==> src/rtl/isp_frame_ctrl.sv <==
// Frame sequencer for the ISP pipeline: accepts one frame of 2-pixel beats,
// drives the pipeline clock enable and tracks per-beat markers through the pipe.
module isp_frame_ctrl #(
    parameter int FRAME_W  = 960,
    parameter int FRAME_H  = 1080,
    parameter int PIPE_LAT = 32
) (
    input  logic        clock,
    input  logic        reset,
    input  logic        start,
    input  logic        abort,
    input  logic [35:0] cfg_offset,
    input  logic [35:0] cfg_gain,
    input  logic        src_valid,
    output logic        src_ready,
    input  logic [71:0] src_pixel,
    input  logic        sink_ready,
    output logic [71:0] pipe_pixel,
    output logic [35:0] pipe_offset,
    output logic [35:0] pipe_gain,
    output logic        pipe_en,
    output logic        out_valid,
    output logic        out_sof,
    output logic        out_eol,
    output logic        out_eof,
    output logic [11:0] x_cnt,
    output logic [11:0] y_cnt,
    output logic        busy,
    output logic        done
);

    typedef enum logic [1:0] {
        IDLE  = 2'd0,
        RUN   = 2'd1,
        DRAIN = 2'd2
    } state_t;

    state_t state, state_next;

    logic [35:0]         shadow_offset, shadow_gain;
    logic [PIPE_LAT-1:0] tag_valid, tag_eol, tag_eof, tag_sof;
    logic                accept, transfer, x_last, y_last, frame_last;
    logic                start_ok, done_next;

    assign busy        = (state != IDLE);
    assign src_ready   = (state == RUN) & sink_ready;
    assign accept      = src_valid & src_ready;
    assign pipe_en     = sink_ready & busy;
    assign pipe_pixel  = accept ? src_pixel : 72'h0;
    assign pipe_offset = shadow_offset;
    assign pipe_gain   = shadow_gain;

    assign x_last     = (x_cnt == 12'(FRAME_W - 1));
    assign y_last     = (y_cnt == 12'(FRAME_H - 1));
    assign frame_last = x_last & y_last;

    assign out_valid = tag_valid[PIPE_LAT-1];
    assign out_sof   = tag_sof[PIPE_LAT-1];
    assign out_eol   = tag_eol[PIPE_LAT-1];
    assign out_eof   = tag_eof[PIPE_LAT-1];
    assign transfer  = out_valid & sink_ready;

    // The done cycle is already IDLE, so a start landing on it must be masked
    assign start_ok = (state == IDLE) & start & ~done;

    always_ff @(posedge clock or negedge reset) begin
        if (!reset) begin
            state <= IDLE;
        end else begin
            state <= state_next;
        end
    end

    always_comb begin
        state_next = state;
        done_next  = 1'b0;
        if (abort) begin
            state_next = IDLE;
        end else begin
            case (state)
                IDLE:    if (start_ok) state_next = RUN;
                RUN:     if (accept && frame_last) state_next = DRAIN;
                DRAIN: begin
                    if (transfer && out_eof) begin
                        state_next = IDLE;
                        done_next  = 1'b1;
                    end
                end
                default: state_next = IDLE;
            endcase
        end
    end

    always_ff @(posedge clock or negedge reset) begin
        if (!reset) begin
            shadow_offset <= '0;
            shadow_gain   <= '0;
            x_cnt         <= '0;
            y_cnt         <= '0;
            tag_valid     <= '0;
            tag_eol       <= '0;
            tag_eof       <= '0;
            tag_sof       <= '0;
            done          <= 1'b0;
        end else if (abort) begin
            x_cnt     <= '0;
            y_cnt     <= '0;
            tag_valid <= '0;
            tag_eol   <= '0;
            tag_eof   <= '0;
            tag_sof   <= '0;
            done      <= 1'b0;
        end else begin
            done <= done_next;
            if (start_ok) begin
                shadow_offset <= cfg_offset;
                shadow_gain   <= cfg_gain;
                x_cnt         <= '0;
                y_cnt         <= '0;
                tag_valid     <= '0;
                tag_eol       <= '0;
                tag_eof       <= '0;
                tag_sof       <= '0;
            end else begin
                // Tags advance in lockstep with the pipeline enable so a stall loses nothing
                if (pipe_en) begin
                    for (int i = PIPE_LAT - 1; i > 0; i--) begin
                        tag_valid[i] <= tag_valid[i-1];
                        tag_eol[i]   <= tag_eol[i-1];
                        tag_eof[i]   <= tag_eof[i-1];
                        tag_sof[i]   <= tag_sof[i-1];
                    end
                    tag_valid[0] <= accept;
                    tag_eol[0]   <= accept & x_last;
                    tag_eof[0]   <= accept & frame_last;
                    tag_sof[0]   <= accept & (x_cnt == 12'd0) & (y_cnt == 12'd0);
                end
                if (accept) begin
                    if (x_last) begin
                        x_cnt <= '0;
                        y_cnt <= y_last ? 12'd0 : y_cnt + 12'd1;
                    end else begin
                        x_cnt <= x_cnt + 12'd1;
                    end
                end
            end
        end
    end

endmodule
==> config.mk <==
export PLATFORM = sky130hd
export DESIGN_NAME = isp_frame_ctrl
export DESIGN_NICKNAME = d
export VERILOG_FILES = /design/src/rtl/isp_frame_ctrl.sv
export SDC_FILE = /design/constraint.sdc
export NUM_CORES = 1
export LEC_CHECK = 0
export CORE_ASPECT_RATIO = 0.8
export CORE_MARGIN = 2
export CORE_UTILIZATION = 46
export DETAILED_ROUTE_END_ITERATION = 7
export PLACE_DENSITY = 0.81
export RECOVER_POWER = 50
export SYNTH_ARGS = -nofsm -noshare
export SYNTH_HDL_FRONTEND = slang
export SYNTH_SLANG_ARGS = --single-unit
==> constraint.sdc <==
create_clock -name clock -period 2.3 [get_ports clock]
set_input_delay 0.345 -clock clock [delete_from_list [all_inputs] [get_ports clock]]
set_output_delay 0.345 -clock clock [all_outputs]
set_load 0.01 [all_outputs]
---- Word level (Yosys, flattened, before mapping) ----
Cells that the tools add are included.
W data, S select, Z words.
cells by class
  equality and inequality tests ........... 7
  reduce and logical (&&, ||, !) cells .... 12
  bitwise gates (word level) .............. 13
  add/subtract/negate cells ............... 2
  mux-type cells .......................... 30
operators with widths
  cell                     number
  $mux W32                 12
  $mux W12                 9
  $mux W72                 1
  $add A12 B1 Y12 const B  2
  $logic_not A12 Y1        2
  $eq A12 B10 Y1 const B   1
  $eq A12 B11 Y1 const B   1
  $and A1 B1 Y1            11
  $reduce_bool A3 Y1       3
  $mux W2                  4
  $ne A3 B3 Y1 const B     2
  $pmux W2 S3              1
  $reduce_and A2 Y1        2
  $mux W1                  3
  $ne A3 B2 Y1 const B     1
  $reduce_and A3 Y1        1
  $eq A2 B1 Y1 const B     1
  $eq A2 B2 Y1 const B     1
  $logic_and A1 B1 Y1      2
  $logic_not A2 Y1         1
  $not A1 Y1               2
  $reduce_bool A2 Y1       1
word-level totals
  bits of input ports ..................... 150
  bits in registers ....................... 227

---- Longest topological paths before layout ----
  depth after elaboration ................. 8
  gate-level depth with buffers ........... 7

---- Least setup slack after synthesis ----
No wires, ideal clock.
  path kind ............................... register to output
  start ................................... register state[1]
  end ..................................... output port pipe_pixel[32]
  data required time ...................... 1.955 ns
  setup slack ............................. 0.503 ns
  arrival ................................. 1.452 ns
  cell stages (with the launch flop) ...... 6
  path buffers ............................ 3
  cells stage by stage .................... dfrtp_1 -> and4b_1 -> buf_4 -> clkbuf_1 -> clkbuf_1 -> and2_1
between the ends
  word-level cells in the longest chain between the ends .. 4
RTL lines
  element                 RTL line  source
  start, declared         38        state_t state, state_next;
  start signal, assigned  70        state <= state_next;
  $eq A2 B1 Y1            46        assign src_ready = (state == RUN) & sink_ready;
  $and A1 B1 Y1           46
  $and A1 B1 Y1           47        assign accept = src_valid & src_ready;
  $mux W72                49        assign pipe_pixel = accept ? src_pixel : 72'h0;
  end, declared           18        output logic [71:0] pipe_pixel,
Every way passes these cells.

---- Final worst setup path ----
  start ................................... register state[1]
  end ..................................... output port pipe_pixel[48]
Same word-level chain as after synthesis.

==> results by group <==
Status
  – Status: completed

Logic synthesis
  – Top-count cell post-synth: nand2_1
  – Mapped cell area: 9730 µm²
  – Synth Warn #: 0
  – Post-synth top cells: nand2_1 (262), dfrtp_1 (227), a21oi_1 (141)
  – Top area cells in the synthesized netlist: dfrtp_1 (58%), nand2_1 (10%), mux2_2 (8.3%), a21oi_1 (7.2%), and2_1 (4.8%)
  – Cell variety after synth: 48
  – Syn Area/Cell: 10.2 µm²
  – Mapped Cells: 957
  – Post-synthesis sequential area ratio: 0.584
  – Syn Nets: 1111
  – Yosys top cell by area: dfrtp_1
  – Number of synthesized flops with an enable pin: 0
  – Top_reg_cell synth: dfrtp_1
  – Top cell type's share of synthesized area: 0.584
  – FFs w/ async S/R, synth: 1.00
  – Register bit total from synthesis: 227

Floorplanning
  – Die Wd: 167 µm
  – Die Span Y: 134 µm
  – Ports: 326
  – Placeable Area: 20700 µm²
  – Die area: 22300 µm²
  – Starting Density: 0.470
  – # rows: 47

Placement
  – Port Buf Inserts: 325
  – Final HPWL DP: 16600 µm
  – Gpl congestion: 0.839

Power and ir drop
  – LEAKAGE: 6.05 nW
  – Worst vdd ir: 0.000724 V
  – Power Total: 9.69 mW
  – Pwr/cell area: 688 nW/µm²

Timing
  – Max Freq: 0.445 GHz
  – Clock Skew: 11.0 ps
  – Slew Limit Fails: 0
  – Final setup viols: 0
  – Slew HR: 0.101
  – Worst Tran Pin Value: 1350 ps
  – RSZ-0062 raised after global routing: false
  – Final worst path period share: 0.978
  – Crit path time final: 2250 ps
  – Final-report hold violation count: 0

Clock tree
  – Num CTS Buffers: 22
  – Clock slew at reported path FFs: 60 ps
  – CTS tree: done
  – Longest Clk Path Bufs: 3
  – CTS sink count: 227
  – Clk Latency, worst-skew pair: 500 ps
  – H-tree Lvls: 1
  – Root Buffer: clkbuf_16

Worst setup path
  – R2R Path End: state[0]
  – Worst R2R Setup Slack: 220 ps
  – Reg2Reg Launch Point: y_cnt[3]
  – WP data required: 1960 ps
  – Crit Path Class: reg2out
  – CP Capture Type: output port
  – Worst Reg-to-Reg Cells: 5
  – Max FO, Critical Path: 34
  – CP arrival: 1900 ps
  – Critical path launch point type: flip-flop

Drt
  – Vias per inst: 5.17
  – Post-DRT Antenna Nets: 0
  – DRC: 0
  – DR pass1 iterations: 5
  – Drt wl/cell: 15.9 µm
  – Initial DRC Count: 675
  – Drt total wl: 24700 µm
  – Via count: 8051

Global route
  – Initial antenna violation count: 0
  – Pin count of the biggest net entering global routing: 129
  – First-pass GRT wire length: 40100 µm
  – Grt ovf: 0
  – Vias in the first global route: 7992
  – GR Util All Layers: 0.217

Flow run
  – Maxcap violations: 0

Layout
  – Finished Core Util: 0.680
  – Final-layout fill cell count: 1573
  – Share of cells above drive strength 1: 0.127
  – Fin nets: 1429
  – Layout area overhead: 44.7%
  – Diode count: 0

Hold path
  – WHS Endpoint: pipe_offset[2]
  – Hold path depth: 2
  – Hold crit path type: in2reg
  – Hold path start: cfg_offset[2]
==> placed cells by master (no fill, tap or decap), types with 4 or more instances in the layout <==
cell type,Yosys,routed
dlygate4sd2_1,0,57
buf_4,9,17
dfrtp_1,227,226
buf_12,0,8
buf_6,1,4
mux2_2,72,72
clkbuf_16,0,23
or3_1,4,4
clkdlybuf4s15_2,0,12
clkdlybuf4s50_1,0,174
a21oi_1,141,141
nand3_1,11,11
o21ai_0,8,8
nor3_1,4,4
dlygate4sd3_1,0,78
and4_1,5,5
clkbuf_8,0,4
nor2_1,21,21
nand4_1,4,4
clkinv_2,0,5
and3_1,4,4
and2_1,74,73
nand2_1,262,261
xor2_1,5,5
inv_1,6,6
ha_1,4,4
clkdlybuf4s15_1,0,4
==> cell type report <==
type	instances	area, µm²	share of cell area
Sequential cell	227	5680	0.403
Multi-Input combinational cell	659	3710	0.263
Timing Repair Buffer	358	3590	0.255
Clock buffer	29	638	0.0453
Tap cell	269	337	0.0239
Clock inverter	8	95.1	0.00675
Inverter	7	27.5	0.00195
==> through the flow <==
step | instance area (µm²) | setup slack (ps) | hold WS, ps | std cells | TNS, ps
finish | 14100 | 51.1 | 448 | 1557 | 0
global route | 14100 | 0.367 | 449 | 1557 | 0
CTS | 14100 | 9.18 | 366 | 1557 | 0
detailed placement | 13400 | -111 | 299 | 1514 | -5530
global placement | 13400 | -44.7 | 300 | 1514 | -2180
floorplan | 9730 | 503 | 49.4 | 957 | 0
==> per-layer routing <==
layer  up-vias  global-route usage  share of wire
met1      3938               0.283           0.42
met4         0              0.0460          0.019
met5         -                   0              0
met3        47              0.0413          0.054
li1       3813                   -              -
met2       253               0.383           0.51
==> worst max-delay path by stage <==
stage	from	endpoint	slack, ps
4_1_cts	state[1]	pipe_pixel[35]	9
5_1_grt	state[1]	pipe_pixel[36]	0.4
3_3_place_gp	src_valid	pipe_pixel[38]	-40
3_5_place_dp	src_valid	pipe_pixel[23]	-110
6_report	state[1]	pipe_pixel[48]	50
2_1_floorplan	state[1]	pipe_pixel[32]	500
==> flip-flops by register name, summed over array words and instances (netlist names) <==
| name | count |
|---|---|
| pipe_gain | 36 |
| pipe_offset | 36 |
| tag_eof | 32 |
| tag_eol | 32 |
| tag_sof | 32 |
| tag_valid | 32 |
| x_cnt | 12 |
| y_cnt | 12 |
| state | 2 |
| done | 1 |
==> what timing repair did <==
item,4_1_cts,5_1_grt
cloned,2,0
gates resized for setup,100,5
setup buffers,3,0
endpoints found under the setup margin,73,16
hold buffers,1,0
pin swaps,1,0
hold endpoints to repair,53,0
==> worst max-delay path: stages, from the launching register on <==
cell and delay, ps:
dfrtp_1 390, and4b_2 300, buf_4 130, buf_12 150, and2_1 160, dlygate4sd2_1 270
==> report_power, final <==
part           switching, mW  leakage, nW  internal [mW]  total (mW)
Sequential             0.122         3.01           4.27        4.39
Combinational          0.717         2.68          0.928        1.65
Clock                   1.49        0.359           2.17        3.65
Total                   2.32         6.05           7.37        9.69
==> kinds of logic after synthesis <==
group / after synthesis / share of synthesized area
compound gates: 163 / 0.0883
simple gates: 412 / 0.197
xor+xnor: 8 / 0.00720
mux: 72 / 0.0833
fa+ha+maj: 4 / 0.00514
flops: 227 / 0.584
buf+inv: 71 / 0.0359
No activity file was read; power rests on OpenSTA's default activity.
